### src/rtl/cache_mem_arbiter_pkg.sv
// Shared types and constants for the cache/memory line-burst arbiter.
// Grant encoding doubles as the index into the arbiter request vector.
package cache_mem_arbiter_pkg;

   typedef enum logic [2:0] {
      ST_IDLE  = 3'd0,
      ST_CMD   = 3'd1,
      ST_WDATA = 3'd2,
      ST_RDATA = 3'd3,
      ST_DONE  = 3'd4
   } state_t;

   localparam logic GRANT_IC = 1'b0;
   localparam logic GRANT_DC = 1'b1;

endpackage

### src/rtl/cache_mem_arbiter_rr_arb2.sv
// Two-requester round-robin arbiter: req[0]=icache, req[1]=dcache.
// On contention the side that did not win last time is granted.
module cache_mem_arbiter_rr_arb2
   import cache_mem_arbiter_pkg::*;
(
   input  logic       clk,
   input  logic       rst_n,
   input  logic [1:0] req,
   input  logic       advance,
   output logic [1:0] gnt
);

   logic last_grant_r;

   // Remember who won the most recent grant
   always_ff @(posedge clk or negedge rst_n) begin
      if (!rst_n) begin
         last_grant_r <= GRANT_IC;
      end else if (advance && (req != 2'b00)) begin
         last_grant_r <= gnt[1];
      end else begin
         last_grant_r <= last_grant_r;
      end
   end

   // Grant decode from the current requests and the last winner
   always_comb begin
      gnt = 2'b00;
      case (req)
         2'b01:   gnt = 2'b01;
         2'b10:   gnt = 2'b10;
         2'b11:   gnt = (last_grant_r == GRANT_IC) ? 2'b10 : 2'b01;
         default: gnt = 2'b00;
      endcase
   end

endmodule

### src/rtl/cache_mem_arbiter.sv
// Shares one line-burst memory port between icache refills and dcache refills/write-backs.
// One transaction in flight; beats pass straight through without buffering.
module cache_mem_arbiter
   import cache_mem_arbiter_pkg::*;
#(
   parameter int AW         = 32,
   parameter int DW         = 32,
   parameter int LINE_BEATS = 4
) (
   input  logic          clk,
   input  logic          rst_n,
   input  logic          ic_req_valid,
   output logic          ic_req_ready,
   input  logic [AW-1:0] ic_req_addr,
   output logic [DW-1:0] ic_rdata,
   output logic          ic_rvalid,
   output logic          ic_done,
   input  logic          dc_req_valid,
   output logic          dc_req_ready,
   input  logic [AW-1:0] dc_req_addr,
   input  logic          dc_req_we,
   input  logic [DW-1:0] dc_wdata,
   output logic          dc_wdata_ready,
   output logic [DW-1:0] dc_rdata,
   output logic          dc_rvalid,
   output logic          dc_done,
   output logic          mem_cmd_valid,
   input  logic          mem_cmd_ready,
   output logic [AW-1:0] mem_cmd_addr,
   output logic          mem_cmd_rnw,
   output logic [DW-1:0] mem_wdata,
   output logic          mem_wdata_valid,
   input  logic          mem_wdata_ready,
   input  logic [DW-1:0] mem_rdata,
   input  logic          mem_rdata_valid,
   output logic          proto_err
);

   localparam int            CW        = $clog2(LINE_BEATS);
   localparam logic [AW-1:0] LINE_MASK = AW'(LINE_BEATS * DW / 8 - 1);

   state_t          state_r, state_s;
   logic            grant_r;
   logic            rnw_r;
   logic [AW-1:0]   addr_r;
   logic [CW-1:0]   cnt_r;
   logic            proto_err_r;
   logic [1:0]      gnt_s;
   logic            accept_s;
   logic            cnt_last_s;
   logic [AW-1:0]   sel_addr_s;

   assign accept_s   = (state_r == ST_IDLE) && (ic_req_valid || dc_req_valid);
   assign cnt_last_s = (cnt_r == CW'(LINE_BEATS - 1));
   assign sel_addr_s = gnt_s[1] ? dc_req_addr : ic_req_addr;
   assign proto_err  = proto_err_r;

   cache_mem_arbiter_rr_arb2 u_arb (
      .clk     (clk),
      .rst_n   (rst_n),
      .req     ({dc_req_valid, ic_req_valid}),
      .advance (accept_s),
      .gnt     (gnt_s)
   );

   // FSM state register
   always_ff @(posedge clk or negedge rst_n) begin
      if (!rst_n) begin
         state_r <= ST_IDLE;
      end else begin
         state_r <= state_s;
      end
   end

   // FSM next-state logic
   always_comb begin
      state_s = state_r;
      case (state_r)
         ST_IDLE:  state_s = accept_s ? ST_CMD : ST_IDLE;
         ST_CMD: begin
            if (mem_cmd_ready) begin
               state_s = rnw_r ? ST_RDATA : ST_WDATA;
            end else begin
               state_s = ST_CMD;
            end
         end
         ST_WDATA: state_s = (mem_wdata_ready && cnt_last_s) ? ST_DONE : ST_WDATA;
         ST_RDATA: state_s = (mem_rdata_valid && cnt_last_s) ? ST_DONE : ST_RDATA;
         ST_DONE:  state_s = ST_IDLE;
         default:  state_s = ST_IDLE;
      endcase
   end

   // Latched command, beat counter and sticky protocol error
   always_ff @(posedge clk or negedge rst_n) begin
      if (!rst_n) begin
         addr_r      <= {AW{1'b0}};
         rnw_r       <= 1'b0;
         grant_r     <= GRANT_IC;
         cnt_r       <= {CW{1'b0}};
         proto_err_r <= 1'b0;
      end else begin
         if (accept_s) begin
            addr_r  <= sel_addr_s & ~LINE_MASK;
            rnw_r   <= gnt_s[1] ? ~dc_req_we : 1'b1;
            grant_r <= gnt_s[1];
         end
         // Counter wraps to zero on the final beat because LINE_BEATS is a power of two
         if ((state_r == ST_WDATA && mem_wdata_ready) ||
             (state_r == ST_RDATA && mem_rdata_valid)) begin
            cnt_r <= cnt_r + CW'(1);
         end else if (state_r == ST_DONE) begin
            cnt_r <= {CW{1'b0}};
         end
         if (mem_rdata_valid && (state_r != ST_RDATA)) begin
            proto_err_r <= 1'b1;
         end
      end
   end

   // FSM outputs and data steering
   always_comb begin
      ic_req_ready    = 1'b0;
      dc_req_ready    = 1'b0;
      ic_rdata        = {DW{1'b0}};
      dc_rdata        = {DW{1'b0}};
      ic_rvalid       = 1'b0;
      dc_rvalid       = 1'b0;
      ic_done         = 1'b0;
      dc_done         = 1'b0;
      dc_wdata_ready  = 1'b0;
      mem_cmd_valid   = 1'b0;
      mem_cmd_addr    = {AW{1'b0}};
      mem_cmd_rnw     = 1'b0;
      mem_wdata       = {DW{1'b0}};
      mem_wdata_valid = 1'b0;
      case (state_r)
         ST_IDLE: begin
            ic_req_ready = rst_n & gnt_s[0];
            dc_req_ready = rst_n & gnt_s[1];
         end
         ST_CMD: begin
            mem_cmd_valid = 1'b1;
            mem_cmd_addr  = addr_r;
            mem_cmd_rnw   = rnw_r;
         end
         ST_WDATA: begin
            mem_wdata       = dc_wdata;
            mem_wdata_valid = 1'b1;
            dc_wdata_ready  = mem_wdata_ready;
         end
         ST_RDATA: begin
            ic_rdata  = mem_rdata;
            dc_rdata  = mem_rdata;
            ic_rvalid = mem_rdata_valid & (grant_r == GRANT_IC);
            dc_rvalid = mem_rdata_valid & (grant_r == GRANT_DC);
         end
         ST_DONE: begin
            ic_done = (grant_r == GRANT_IC);
            dc_done = (grant_r == GRANT_DC);
         end
         default: begin
            ic_req_ready = 1'b0;
         end
      endcase
   end

endmodule
### config.mk
export PLATFORM = sky130hd
export DESIGN_NAME = cache_mem_arbiter
export DESIGN_NICKNAME = d
export VERILOG_FILES = /design/src/rtl/cache_mem_arbiter_pkg.sv /design/src/rtl/cache_mem_arbiter_rr_arb2.sv /design/src/rtl/cache_mem_arbiter.sv
export SDC_FILE = /design/constraint.sdc
export NUM_CORES = 1
export LEC_CHECK = 0
export CAP_MARGIN = 20
export CORE_AREA = 2 2 107 109
export CTS_BUF_LIST = sky130_fd_sc_hd__clkbuf_4
export CTS_CLUSTER_DIAMETER = 150
export DETAILED_ROUTE_END_ITERATION = 10
export DIE_AREA = 0 0 109 111
export PLACE_DENSITY = 0.71
export SETUP_SLACK_MARGIN = 0.15
export SLEW_MARGIN = 20
export SYNTH_ARGS = -nofsm -noshare
export SYNTH_HDL_FRONTEND = slang
export SYNTH_SLANG_ARGS = --single-unit
### constraint.sdc
create_clock -name clk -period 2.04 [get_ports clk]
set_clock_uncertainty 0.15 [all_clocks]
set_input_delay 0.204 -clock clk [delete_from_list [all_inputs] [get_ports clk]]
set_output_delay 0.204 -clock clk [all_outputs]
set_load 0.05 [all_outputs]
==> run metrics, run 1 <==
total grt overflow=0; post-synthesis instance total=between 200 and 300; Worst Tran Pin Value=0.735 ns; post-detailed-route DRC marker count=0; clock insertion delay at the later pin of the skew report=around 0.34 ns; crit share post-route=104%; Leak=3.14 nW; Antenna diodes=0; Post-DP HPWL=roughly 10000 µm; EDFF count, synth=0; count of max-cap constraint violations=0; largest area contributor in the synthesized netlist=dfrtp_1; Placement Rows=39; PnR Total Power=approximately 13 mW; CP Max Fanout=7; CTS tree=done; CTS buffer count=5; number of routed nets with antenna violations=0; failing checks=setup timing; most common library cell in the layout ignoring fill and taps=buf_12; total wire length=between 10000 and 15000 µm; P&R area growth vs syn=178%; starting density of the core=between 20 and 30%; main area contributors after synthesis=dfrtp_1 (33%), and2_1 (21%), o221a_1 (11%), buf_4 (11%), nand4b_1 (8.9%); Final Non-Filler Cells=approximately 710; Primary FF master, synth=dfrtp_1; final hold viol count=0; maximum level of the CTS H-tree=2; clock tree buffer depth=2; arrival time worst endpoint=approximately 1.8 ns; proportion of synthesized chip area in sequential cells=approximately a third; most frequent cells in the layout=buf_12 (139), clkdlybuf4s50_1 (126), and2_4 (94); pin count of the biggest net entering global routing=29; Initial DRT Pass Iterations=4; shortest clock period the worst path allows after layout=between 2 and 2.5 ns; sum of negative setup slack=-5.37 ns; kind of end point of the critical path=output port; Worst slew margin=between 50% and 60%; Port Buffers=between 200 and 300; summed instance area of the synthesized netlist=0.00277 mm²; CTS sink cnt=36; setup repair after global routing missed its margin=true; detail-routed via count per cell=approximately 4.8; power per unit of standard cell area=between 1500 and 2000 mW/mm²; share of async-settable or async-resettable flops after synthesis=100%; Post-Route Utilization=around 70%; count of yosys warnings during synthesis=0; met2 wirelength from detailed routing=around 7500 µm; Total Routing Usage GR=between 20% and 30%; PnR worst setup slack=-0.0803 ns; share of post-route cells with drive strength above 1=55.7%; worst hold-check path type=in -> async; run status=finished, violations left; Die Span X=109 µm; number of global-route vias before repair=approximately 3500; total number of vias=between 3000 and 4000; max layer used=met4; Placed Cells=around 660; Achievable Freq=roughly 0.47 GHz; Core Footprint=about 0.011 mm²; ports placed on the boundary=275; overall die height=between 100 and 150 µm; portion of synthesized cell area occupied by the leading cell type=between 30% and 40%; number of library cell types mapped by synthesis=32; Worst-path clk slew=between 0.1 and 0.15 ns; Worst Setup Start Kind=flop; syn_area_per_cell=approximately 9.4 µm²; Layout Nets=700; detailed-route wire length on metal 1=4500 µm; global-route wire length before repair=between 15000 and 20000 µm; number of synthesized register bits=36; Wirelength per Cell=19.6 µm; weighted congestion reported at the end of routability-driven placement=about 0.83; Max IR drop VDD=0.954 mV; final number of max-transition violations=0; Clock Tree Root=clkbuf_4; internal reg-to-reg setup slack=0.17 ns; path type of the worst setup path=reg -> out; final setup violation count=130; initial detailed-routing violation count=about 160; fill cell instance count of the final layout=781; Met3 Routed Length=around 1500 µm; overall die area=between 0.01 and 0.015 mm²; initial antenna violation count=0; Crit path required time=1.69 ns
==> worst paths after layout <==
check / start / to / depth (start not counted)
min in group clk: dc_req_we / rnw_r$_DFFE_PN0P_ / 3
max in group asynchronous: rst_n / proto_err$_DFFE_PN0P_ / 3
worst max-delay path: state_r[2]$_DFF_PN0_ / mem_cmd_addr[27] / 6
worst max register to register: state_r[0]$_DFF_PN0_ / cnt_r[1]$_DFFE_PN0P_ / 6
worst min-delay path: rst_n / addr_r[29]$_DFFE_PN0P_ / 3
worst min register to register: proto_err$_DFFE_PN0P_ / proto_err$_DFFE_PN0P_ / 1
==> synth_stat cells (all sizes together) (4+ instances only) <==
| cell type | number |
|---|---|
| a21oi | 4 |
| and2 | 95 |
| buf | 53 |
| clkbuf | 11 |
| dfrtp | 36 |
| inv | 4 |
| nand2 | 6 |
| nand4b | 28 |
| nor2 | 4 |
| o221a | 28 |
==> cell families after synthesis <==
kind of cell    Yosys count  share of synthesized area [%]
compound gates           41                           15.0
mux                       1                          0.542
fa+ha+maj                 1                          0.452
flops                    36                           32.5
other cells               1                          0.135
simple gates            146                           35.9
buf+inv                  68                           15.4
==> timing repair <==
item | 4_1_cts | 5_1_grt
setup buffers | 21 | 8
setup endpoints to repair | 134 | 163
hold buffers | 2 | 0
hold endpoints to repair | 16 | 0
gates resized for setup | 87 | 18
pin swaps | 9 | 56
gates cloned | 5 | 7
==> cell type report <==
class | instances | area [µm²] | area share, %
Inverter | 4 | 15.0 | 0.195
Sequential cell | 36 | 905 | 11.8
Clock buffer | 5 | 37.5 | 0.488
Multi-Input combinational cell | 193 | 1770 | 23.0
Clock inverter | 3 | 17.5 | 0.228
Timing Repair Buffer | 323 | 4770 | 62.0
Tap cell | 143 | 179 | 2.33
==> state kept, by name (all words and copies together) (netlist names) <==
register and flops:
proto_err 1, rnw_r 1, state_r 3, grant_r 1, cnt_r 2, addr_r 28
==> per-layer routing <==
metal	global-route usage, %	vias to the layer above
met2	41.0	192
met5	0	-
met3	7.88	26
li1	-	1540
met1	20.8	1605
met4	4.96	0
==> worst max-delay path, stage by stage, from the launching register on <==
cell       delay, ns
dfrtp_2         0.46
buf_6           0.13
nor3b_4         0.23
buf_6           0.17
clkbuf_16       0.15
and2_4          0.14
buf_12          0.13
==> metrics by stage <==
| stage | cell area (µm²) | hold slack [ns] | worst slack, ns |
|---|---|---|---|
| CTS | 7380 | 0.275 | -0.0882 |
| floorplan | 2900 | -0.242 | 0.0256 |
| global placement | 6800 | 0.0107 | 0.247 |
| global route | 7690 | 0.291 | -0.151 |
| finish | 7690 | 0.280 | -0.0803 |
| detailed placement | 6800 | 0.0130 | 0.207 |
==> where the power goes <==
group	internal [mW]	switching (mW)	total, mW
logic	5.93	5.48	11.4
clock network	0.133	0.259	0.392
registers	1.06	0.221	1.28
total	7.12	5.96	13.1
Power figures use the tool's default switching activity.
==> run 2: changes to the inputs <==
==> constraint.sdc (replaced) <==
create_clock -name clk -period 2.04 [get_ports clk]
set_clock_uncertainty 0.15 [all_clocks]
set_input_delay 0.408 -clock clk [delete_from_list [all_inputs] [get_ports clk]]
set_output_delay 0.408 -clock clk [all_outputs]
set_load 0.05 [all_outputs]
==> run 2 against run 1 <==
Net effect: clock-buffer cell count up 1; the flow finishes with violations (hold timing, setup timing); critical path type unchanged; critical path depth down 1; register-to-register slack better by 0.05 ns.
==> run metrics, run 2 (synthesized netlist as in run 1, its figures left out) <==
internal reg-to-reg setup slack=0.22 ns (+0.05 ns); Placed Cells=654 (-0.30%); detail-routed via count per cell=4.75 (-0.14%); Largest register FFs=28 (unchanged); Layout Nets=681 (-2.7%); slowest stage cell, crit path=dfrtp_2; pin count of the biggest net entering global routing=34 (+17%); Antenna diodes=0 (unchanged); most frequent cells in the layout=buf_12 (138), clkdlybuf4s50_1 (126), and2_4 (94); CTS tree=done; Worst Setup SP=state_r[2]$_DFF_PN0_; Placement Rows=39 (unchanged); internal power component=6.77 mW (-5.0%); final number of max-transition violations=0 (unchanged); register name with the most flops=addr_r; initial antenna violation count=0 (unchanged); cell depth of the worst flop-to-flop path=6 (unchanged); worst r2r src=state_r[2]$_DFF_PN0_; Max IR drop VDD=1.06 mV (+12%); largest registers ranked by flip-flop count=addr_r: 28 flops, state_r: 3 flops, cnt_r: 2 flops; clock tree buffer depth=2 (unchanged); r2r endpoint=addr_r[17]$_DFFE_PN0P_; sequence of cells on the critical path=buf_4 > nor3_4 > o21a_1 > and3_4 > buf_12; net switching power=5.86 mW (-1.8%); Core Footprint=0.0111 mm² (unchanged); count of max-cap constraint violations=0 (unchanged); number of buffers and inverters on the critical path=2 (-2); total grt overflow=0 (unchanged); setup repair after global routing missed its margin=true; arrival time worst endpoint=1.72 ns (-0.05 ns); Sequential Power Share=10.4% (+0.6 points); starting density of the core=25.0% (unchanged); Wirelength per Cell=19.6 µm (about the same); most common library cell in the layout ignoring fill and taps=buf_12; capture point of the worst path=ic_req_ready; Levels on crit path=5 (-1); path type of the worst setup path=reg -> out; number of global-route vias before repair=3476 (-1.4%); Met3 Routed Length=1060 µm (-29%); final setup violation count=134 (+3.1%); Leak=3.00 nW (-4.5%); initial detailed-routing violation count=90 (-43%); final hold viol count=9 (+9); detailed-route wire length on metal 1=4600 µm (+2.2%); worst hold-check path type=in -> async; power per unit of standard cell area=1700 mW/mm² (about the same); crit share post-route=112% (+7.9 points); proportion of power drawn by combinational gates=86.4% (-0.8 points); Worst-path clk slew=0.12 ns (about the same); overall die height=111 µm (unchanged); PnR worst setup slack=-0.241 ns (-0.161 ns); share of power burned in the clock network=3.2% (+0.2 points); Worst Hold Margin=-0.00545 ns (-0.286 ns); Net Sw Frac=46.4% (+0.80 points); Crit path required time=1.48 ns (-0.21 ns); failing checks=hold timing, setup timing; ports placed on the boundary=275 (unchanged); Post-Route Utilization=67.0% (-2.4 points); Initial DRT Pass Iterations=4 (unchanged); total number of vias=3268 (-2.8%); Achievable Freq=0.438 GHz (-7.0%); post-detailed-route DRC marker count=0 (unchanged); PnR Total Power=12.6 mW (-3.5%); CP Max Fanout=5 (-2); number of routed nets with antenna violations=0 (unchanged); met2 wirelength from detailed routing=7280 µm (-3.5%); Die Span X=109 µm (unchanged); weighted congestion reported at the end of routability-driven placement=0.830 (-0.25%); Port Buffers=262 (unchanged); Final Non-Filler Cells=688 (-2.7%); CTS sink cnt=36 (unchanged); max layer used=met4; shortest clock period the worst path allows after layout=2.28 ns (+0.161 ns); maximum level of the CTS H-tree=2 (unchanged); Total Routing Usage GR=21.5% (+0.25 points); share of post-route cells with drive strength above 1=54.5% (-1.2 points); Clock Tree Root=clkbuf_4; crit-path max cell delay=0.45 ns (about the same); total wire length=13500 µm (-2.8%); largest delay contributor family on the critical path=flip-flops; Post-DP HPWL=10200 µm (+1.8%); overall die area=0.0121 mm² (unchanged); Worst Setup Start Kind=flop; kind of end point of the critical path=output port; P&R area growth vs syn=168%; run status=finished, violations left; CTS buffer count=5 (unchanged); global-route wire length before repair=19800 µm (+1.1%); clock insertion delay at the later pin of the skew report=0.35 ns (about the same)
[run 2: power by group through the flow]
stage                     Clock, mW  Sequential [mW]  Combinational, mW
after detailed placement          0             1.33               9.90
after CTS                     0.413             1.32               10.7
final                         0.399             1.31               10.9
after global placement            0             1.31               9.78
after global routing          0.432             1.36               11.3
after floorplan                   0             1.23               5.81
[run 2: worst register-to-register path, delay by kind of cell (launching register included)]
family / cells / cell delay (ns)
buf+inv: 3 / 0.50
flops: 1 / 0.45
compound gates: 2 / 0.43
simple gates: 1 / 0.25
[run 2: repair_timing]
item | in CTS | in global routing
cloned | 5 | 3
gates resized for setup | 45 | 12
hold buffers | 1 | 0
setup buffers | 12 | 5
pin swaps | 23 | 20
hold endpoints to repair | 3 | 0
setup endpoints to repair | 138 | 164
[run 2: how the worst min path moves through the flow]
stage                     depth (start not counted)  slack [ns]                endpoint
after floorplan                                   0       -0.04  addr_r[10]$_DFFE_PN0P_
after global placement                            1        0.09     grant_r$_DFFE_PN0P_
after detailed placement                          1        0.09     grant_r$_DFFE_PN0P_
after CTS                                         2       0.004   addr_r[9]$_DFFE_PN0P_
after global routing                              2        0.04   addr_r[7]$_DFFE_PN0P_
final                                             2      -0.005   addr_r[9]$_DFFE_PN0P_
[run 2: final cells by class]
| type | instances | area [µm²] |
|---|---|---|
| multi-input combinational | 193 | 1760 |
| tap | 143 | 179 |
| clock inverter | 2 | 11.3 |
| clock buffer | 6 | 45.0 |
| timing repair buffer | 304 | 4500 |
| fill | 772 | 3660 |
| sequential | 36 | 906 |
| inverter | 4 | 15.0 |
[run 2: metrics by stage]
step / setup TNS, ns / hold slack (ns) / area, µm² / setup slack [ns]
global placement: 0 / 0.0879 / 6920 / 0.0533
global route: -33.13 / 0.0357 / 7420 / -0.339
floorplan: 0 / -0.0376 / 3280 / 0.102
CTS: -26.43 / 0.00363 / 7280 / -0.249
finish: -23.94 / -0.00545 / 7420 / -0.241
detailed placement: 0 / 0.0904 / 6920 / 0.0326
[run 2: routing by layer]
layer / GRT usage, % / vias up
li1: - / 1505
met3: 5.64 / 27
met4: 8.97 / 0
met1: 22.2 / 1572
met5: 0 / -
met2: 39.9 / 164
==> run 3: changes to the inputs <==
Settings changed: CTS_CLUSTER_DIAMETER 150 to 80.
==> results of run 3 <==
The final DEF is identical to that of run 2; final timing and power are the same.
